==> config.mk <==
export PLATFORM = sky130hd
export DESIGN_NAME = inv_sub_bytes_seq
export DESIGN_NICKNAME = d
export VERILOG_FILES = /design/src/rtl/inv_sub_bytes_seq.sv
export SDC_FILE = /design/constraint.sdc
export NUM_CORES = 1
export LEC_CHECK = 0
export CAP_MARGIN = 20
export CORE_MARGIN = 10
export CORE_UTILIZATION = 64
export CTS_CLUSTER_DIAMETER = 120
export DETAILED_ROUTE_END_ITERATION = 7
export DONT_BUFFER_PORTS = 1
export PLACE_DENSITY = 0.8
export SLEW_MARGIN = 30
export SYNTH_ARGS = -nofsm -noshare
export SYNTH_HDL_FRONTEND = slang
export SYNTH_SLANG_ARGS = --single-unit
export TNS_END_PERCENT = 1
==> constraint.sdc <==
create_clock -name clk -period 18.11 [get_ports clk]
set_input_delay 1.811 -clock clk [delete_from_list [all_inputs] [get_ports clk]]
set_output_delay 1.811 -clock clk [all_outputs]
set_load 0.01 [all_outputs]
==> src/rtl/inv_sub_bytes_seq.sv <==
// -----------------------------------------------------------------------------
// inv_sub_bytes_seq
// Sequential InvSubBytes stage for the AES decryption datapath. A 128-bit state
// is captured, substituted LANES bytes per cycle through inverse S-boxes, and
// then presented downstream until it is accepted.
//
// Parameters:
//   LANES     : inverse S-box lanes, i.e. bytes substituted per cycle
//               (1, 2, 4, 8 or 16)
// Ports:
//   clk       : clock, rising edge
//   rst_n     : asynchronous active-low reset
//   in_valid  : upstream presents in_state
//   in_ready  : block can accept a state (IDLE)
//   in_state  : input state, byte 0 = [127:120], byte 15 = [7:0]
//   out_valid : out_state holds a completed result (DONE)
//   out_ready : downstream accepts out_state
//   out_state : substituted state, same byte order as in_state
//   busy      : high while a block is in flight (RUN or DONE)
// -----------------------------------------------------------------------------
module inv_sub_bytes_seq #(
    parameter int LANES = 1
) (
    input  logic         clk,
    input  logic         rst_n,
    input  logic         in_valid,
    output logic         in_ready,
    input  logic [127:0] in_state,
    output logic         out_valid,
    input  logic         out_ready,
    output logic [127:0] out_state,
    output logic         busy
);

    localparam int N  = 16 / LANES;
    localparam int CW = (N > 1) ? $clog2(N) : 1;
    localparam logic [CW-1:0] CNT_LAST = CW'(N - 1);

    localparam logic [1:0] ST_IDLE = 2'd0;
    localparam logic [1:0] ST_RUN  = 2'd1;
    localparam logic [1:0] ST_DONE = 2'd2;

    if (!(LANES == 1 || LANES == 2 || LANES == 4 || LANES == 8 || LANES == 16)) begin : g_bad_lanes
        $error("inv_sub_bytes_seq: LANES must be 1, 2, 4, 8 or 16");
    end

    // GF(2^8) multiply modulo x^8 + x^4 + x^3 + x + 1.
    function automatic logic [7:0] gf_mul(input logic [7:0] a, input logic [7:0] b);
        logic [7:0] p;
        logic [7:0] aa;
        p  = 8'h00;
        aa = a;
        for (int i = 0; i < 8; i++) begin
            p  = b[i] ? (p ^ aa) : p;
            aa = {aa[6:0], 1'b0} ^ (aa[7] ? 8'h1b : 8'h00);
        end
        return p;
    endfunction

    // Multiplicative inverse as a^254 (maps 0 to 0, as AES requires).
    function automatic logic [7:0] gf_inv(input logic [7:0] a);
        logic [7:0] r;
        logic [7:0] s;
        r = 8'h01;
        s = a;
        for (int i = 1; i < 8; i++) begin
            s = gf_mul(s, s);
            r = gf_mul(r, s);
        end
        return r;
    endfunction

    // Inverse S-box: undo the affine map (rotl 1, 3, 6 xor 0x05), then invert.
    function automatic logic [7:0] inv_sbox(input logic [7:0] x);
        logic [7:0] t;
        t = {x[6:0], x[7]} ^ {x[4:0], x[7:5]} ^ {x[1:0], x[7:2]} ^ 8'h05;
        return gf_inv(t);
    endfunction

    logic [1:0]    state_q, state_d;
    logic [CW-1:0] cnt_q,   cnt_d;
    logic [127:0]  buf_q,   buf_d;
    logic [7:0]    sbox_in_s  [LANES];
    logic [7:0]    sbox_out_s [LANES];
    int            base_s;

    // First byte index of the group addressed by the counter.
    assign base_s = int'(cnt_q) * LANES;

    // Select the current group's bytes out of the working register.
    always_comb begin
        for (int l = 0; l < LANES; l++) begin
            sbox_in_s[l] = buf_q[127 - 8 * (base_s + l) -: 8];
        end
    end

    for (genvar l = 0; l < LANES; l++) begin : g_lane
        assign sbox_out_s[l] = inv_sbox(sbox_in_s[l]);
    end

    // Next-state logic for FSM, group counter and working register.
    always_comb begin
        state_d = state_q;
        cnt_d   = cnt_q;
        buf_d   = buf_q;
        case (state_q)
            ST_IDLE: begin
                if (in_valid) begin
                    buf_d   = in_state;
                    cnt_d   = {CW{1'b0}};
                    state_d = ST_RUN;
                end else begin
                    state_d = ST_IDLE;
                end
            end
            ST_RUN: begin
                for (int l = 0; l < LANES; l++) begin
                    buf_d[127 - 8 * (base_s + l) -: 8] = sbox_out_s[l];
                end
                if (cnt_q == CNT_LAST) begin
                    cnt_d   = {CW{1'b0}};
                    state_d = ST_DONE;
                end else begin
                    cnt_d   = cnt_q + CW'(1);
                end
            end
            ST_DONE: begin
                if (out_ready) begin
                    state_d = ST_IDLE;
                end else begin
                    state_d = ST_DONE;
                end
            end
            default: begin
                state_d = ST_IDLE;
                cnt_d   = {CW{1'b0}};
                buf_d   = 128'h0;
            end
        endcase
    end

    // State registers with asynchronous clear.
    always_ff @(posedge clk or negedge rst_n) begin
        if (!rst_n) begin
            state_q <= ST_IDLE;
            cnt_q   <= {CW{1'b0}};
            buf_q   <= 128'h0;
        end else begin
            state_q <= state_d;
            cnt_q   <= cnt_d;
            buf_q   <= buf_d;
        end
    end

    // Handshake outputs decode the state register only.
    assign in_ready  = (state_q == ST_IDLE);
    assign out_valid = (state_q == ST_DONE);
    assign busy      = (state_q == ST_RUN) || (state_q == ST_DONE);
    assign out_state = buf_q;

endmodule
==> results_dict.tcl <==
set metrics [dict create \
    cts.sinks 134 \
    end_kind "register" \
    cp.required_ns 18.42 \
    die_w_um 214 \
    relSlewSlack 0.323 \
    die_area_sq_mm 0.0460 \
    cts_buffers 17 \
    viasPerCell 7.16 \
    min_path_cells 2 \
    post-route-util 0.702 \
    violations "design-rule violations" \
    cpMaxStageDelayCell "mux4_1" \
    dieHeight_um 214 \
    rows 71 \
    layout.nets 3156 \
    timing.rr.start "cnt_q[0]" \
    worstSetupPathType "reg -> reg" \
    fin_skew_ns 0.0166 \
    cts_buffer_depth 2 \
    initial_utilization 0.645 \
    core_sq_mm 0.0375 \
    final-setup-viol-count 0 \
    syn_nets 3174 \
    reg2reg_depth 62 \
    grt_antenna_before_repair 4 \
    netlist_instances 3026 \
    min_path_type "reg -> reg" \
    drtIter0Drc 4095 \
    grt_max_degree 135 \
    synthTopCellsByCount "383 x xnor2_1, 323 x nor2_1, 272 x nand2_1" \
    start_kind "register" \
    root_buffer "clkbuf_16" \
    drcViolationCount 1 \
    crit_fanout 15 \
    hpwl_mm 68.7 \
    synthFlopType "dfrtp_1" \
    synth-seq-area-share 0.139 \
    place_area_sq_mm 0.0251 \
    ys_ff_latch 134 \
    grt_pass1_vias 23100 \
    syn_area_per_cell_sq_um 7.99 \
    layout-drive-gt1-share 0.147 \
    whs_endpoint "state_q[1]" \
    vias 25300 \
    synth_edf_count 0 \
    critPathLaunch "cnt_q[0]" \
    maxCapViolations 0 \
    stdcell_area_sq_mm 0.0263 \
    max_freq_mhz 57.4 \
    slew_viol_final 0 \
    first_pass_iters 8 \
    cts_max_level 4 \
    drt_wl_total_mm 92.2 \
    synth.top_cells.by_area "xnor2_1 14%, dfrtp_1 14%, nor2_1 5.0%" \
    cts_tree "built" \
    syn-cell-area_sq_mm 0.0242 \
    track_usage 0.374 \
    status "finished, violations left" \
    crit_top_cell "xnor2_1" \
    portBuffers 0 \
    place.gp.congestion 1.07 \
    syn_to_final_growth_pct 8.90 \
    netlist.area_leader.share 0.139 \
    regToRegSetupSlack_ns 0.69 \
    yosysMostFrequentCell "xnor2_1" \
    finalHoldViolations 0 \
    grt_pass1_wl_mm 140 \
    synthArstFlopShare 1.00 \
    worst_pin_slew_ns 1.01 \
    grt.overflow.total 0 \
    cp.arrival_ns 17.73 \
    max_stage_delay_ns 0.70 \
    r2r_end "out_state[98]" \
    clock_latency_ns 0.44 \
    synth.yosys.warnings 0 \
    detail_route.wl_per_cell_um 26.1 \
    synth_cell_types 117 \
    clk_pin_slew_ns 0.07 \
    hp-start "state_q[1]" \
    pin_count 263 \
    fin_crit_ns 17.42 \
    synth_top_area_cell "xnor2_1" \
    antenna_left 0 \
    final.period_utilization 0.962 \
]
==> worst max-delay path: cells and delay by family (launching register included) <==
kind,cells,cell delay [ns]
AOI/OAI and AO/OA,17,4.72
and+or+nand+nor,18,3.82
muxes,5,2.15
buffers and inverters,6,1.20
DFF,1,0.44
xor gates and xnor gates,15,4.48
adders and majority gates,1,0.44
==> flip-flops by register name, indices dropped and copies added, names as in the netlist <==
name / cells
out_state: 128
cnt_q: 4
state_q: 2
==> repair_timing <==
action	in CTS	in global routing
cloned	0	0
setup endpoints to repair	112	128
gates resized for setup	7	46
pin swaps	2	12
hold buffers	0	0
hold endpoints to repair	0	0
setup buffers	2	26
==> cell usage in the layout, fill, tap and decap left out, drive strengths merged, types with 38 or more instances in the layout <==
master | Yosys | layout
nand3 | 95 | 95
o211ai | 43 | 43
xnor3 | 52 | 52
nor2 | 330 | 330
nand2 | 276 | 276
dfrtp | 134 | 134
xor2 | 119 | 119
xnor2 | 443 | 443
buf | 91 | 154
a22oi | 157 | 157
a211oi | 45 | 45
inv | 31 | 41
mux2i | 127 | 127
nor3 | 87 | 87
o22ai | 38 | 38
o21ai | 260 | 260
a21oi | 160 | 160
==> layer usage <==
layer	GRT usage	part of all wire	up-vias
li1	-	-	11000
met1	0.481	0.37	12000
met2	0.591	0.45	1966
met3	0.0819	0.12	371
met4	0.174	0.054	0
met5	0	0	-
==> layout make-up <==
| cell class | count | area, sq um |
|---|---|---|
| Inverter | 35 | 131 |
| Tap cell | 511 | 639 |
| Clock inverter | 14 | 130 |
| Clock buffer | 18 | 439 |
| Antenna cell | 5 | 12.5 |
| Timing Repair Buffer | 154 | 1270 |
| Sequential cell | 134 | 3360 |
| Multi-Input combinational cell | 2666 | 20300 |
| Fill cell | 3023 | 11200 |
==> cells by family after synthesis <==
kind of cell	share of synthesized area
multiplexers	0.0811
adder cells (fa/ha/maj)	0.00828
flip-flops	0.139
XOR/XNOR	0.296
AO/OA/AOI/OAI	0.251
buffers and inverters	0.0433
AND/OR/NAND/NOR	0.181
==> worst max-delay path by stage <==
stage | to
floorplan | out_state[100]
global placement | out_state[82]
detailed placement | out_state[119]
CTS | out_state[16]
global route | out_state[98]
finish | out_state[98]
==> through the flow <==
step / instances / setup TNS (ns) / hold WS [ns] / worst slack, ns
floorplan: 3026 / 0 / 0.521 / 1.42
global placement: 3472 / -1.79 / 0.554 / -0.0957
detailed placement: 3472 / -20.45 / 0.587 / -0.322
CTS: 3506 / 0 / 0.599 / 0.00350
global route: 3536 / -3.30 / 0.631 / -0.127
finish: 3537 / 0 / 0.594 / 0.689
Power is not shown: default switching activity piles up to over one toggle a cycle in this logic, so the estimate is an artifact.
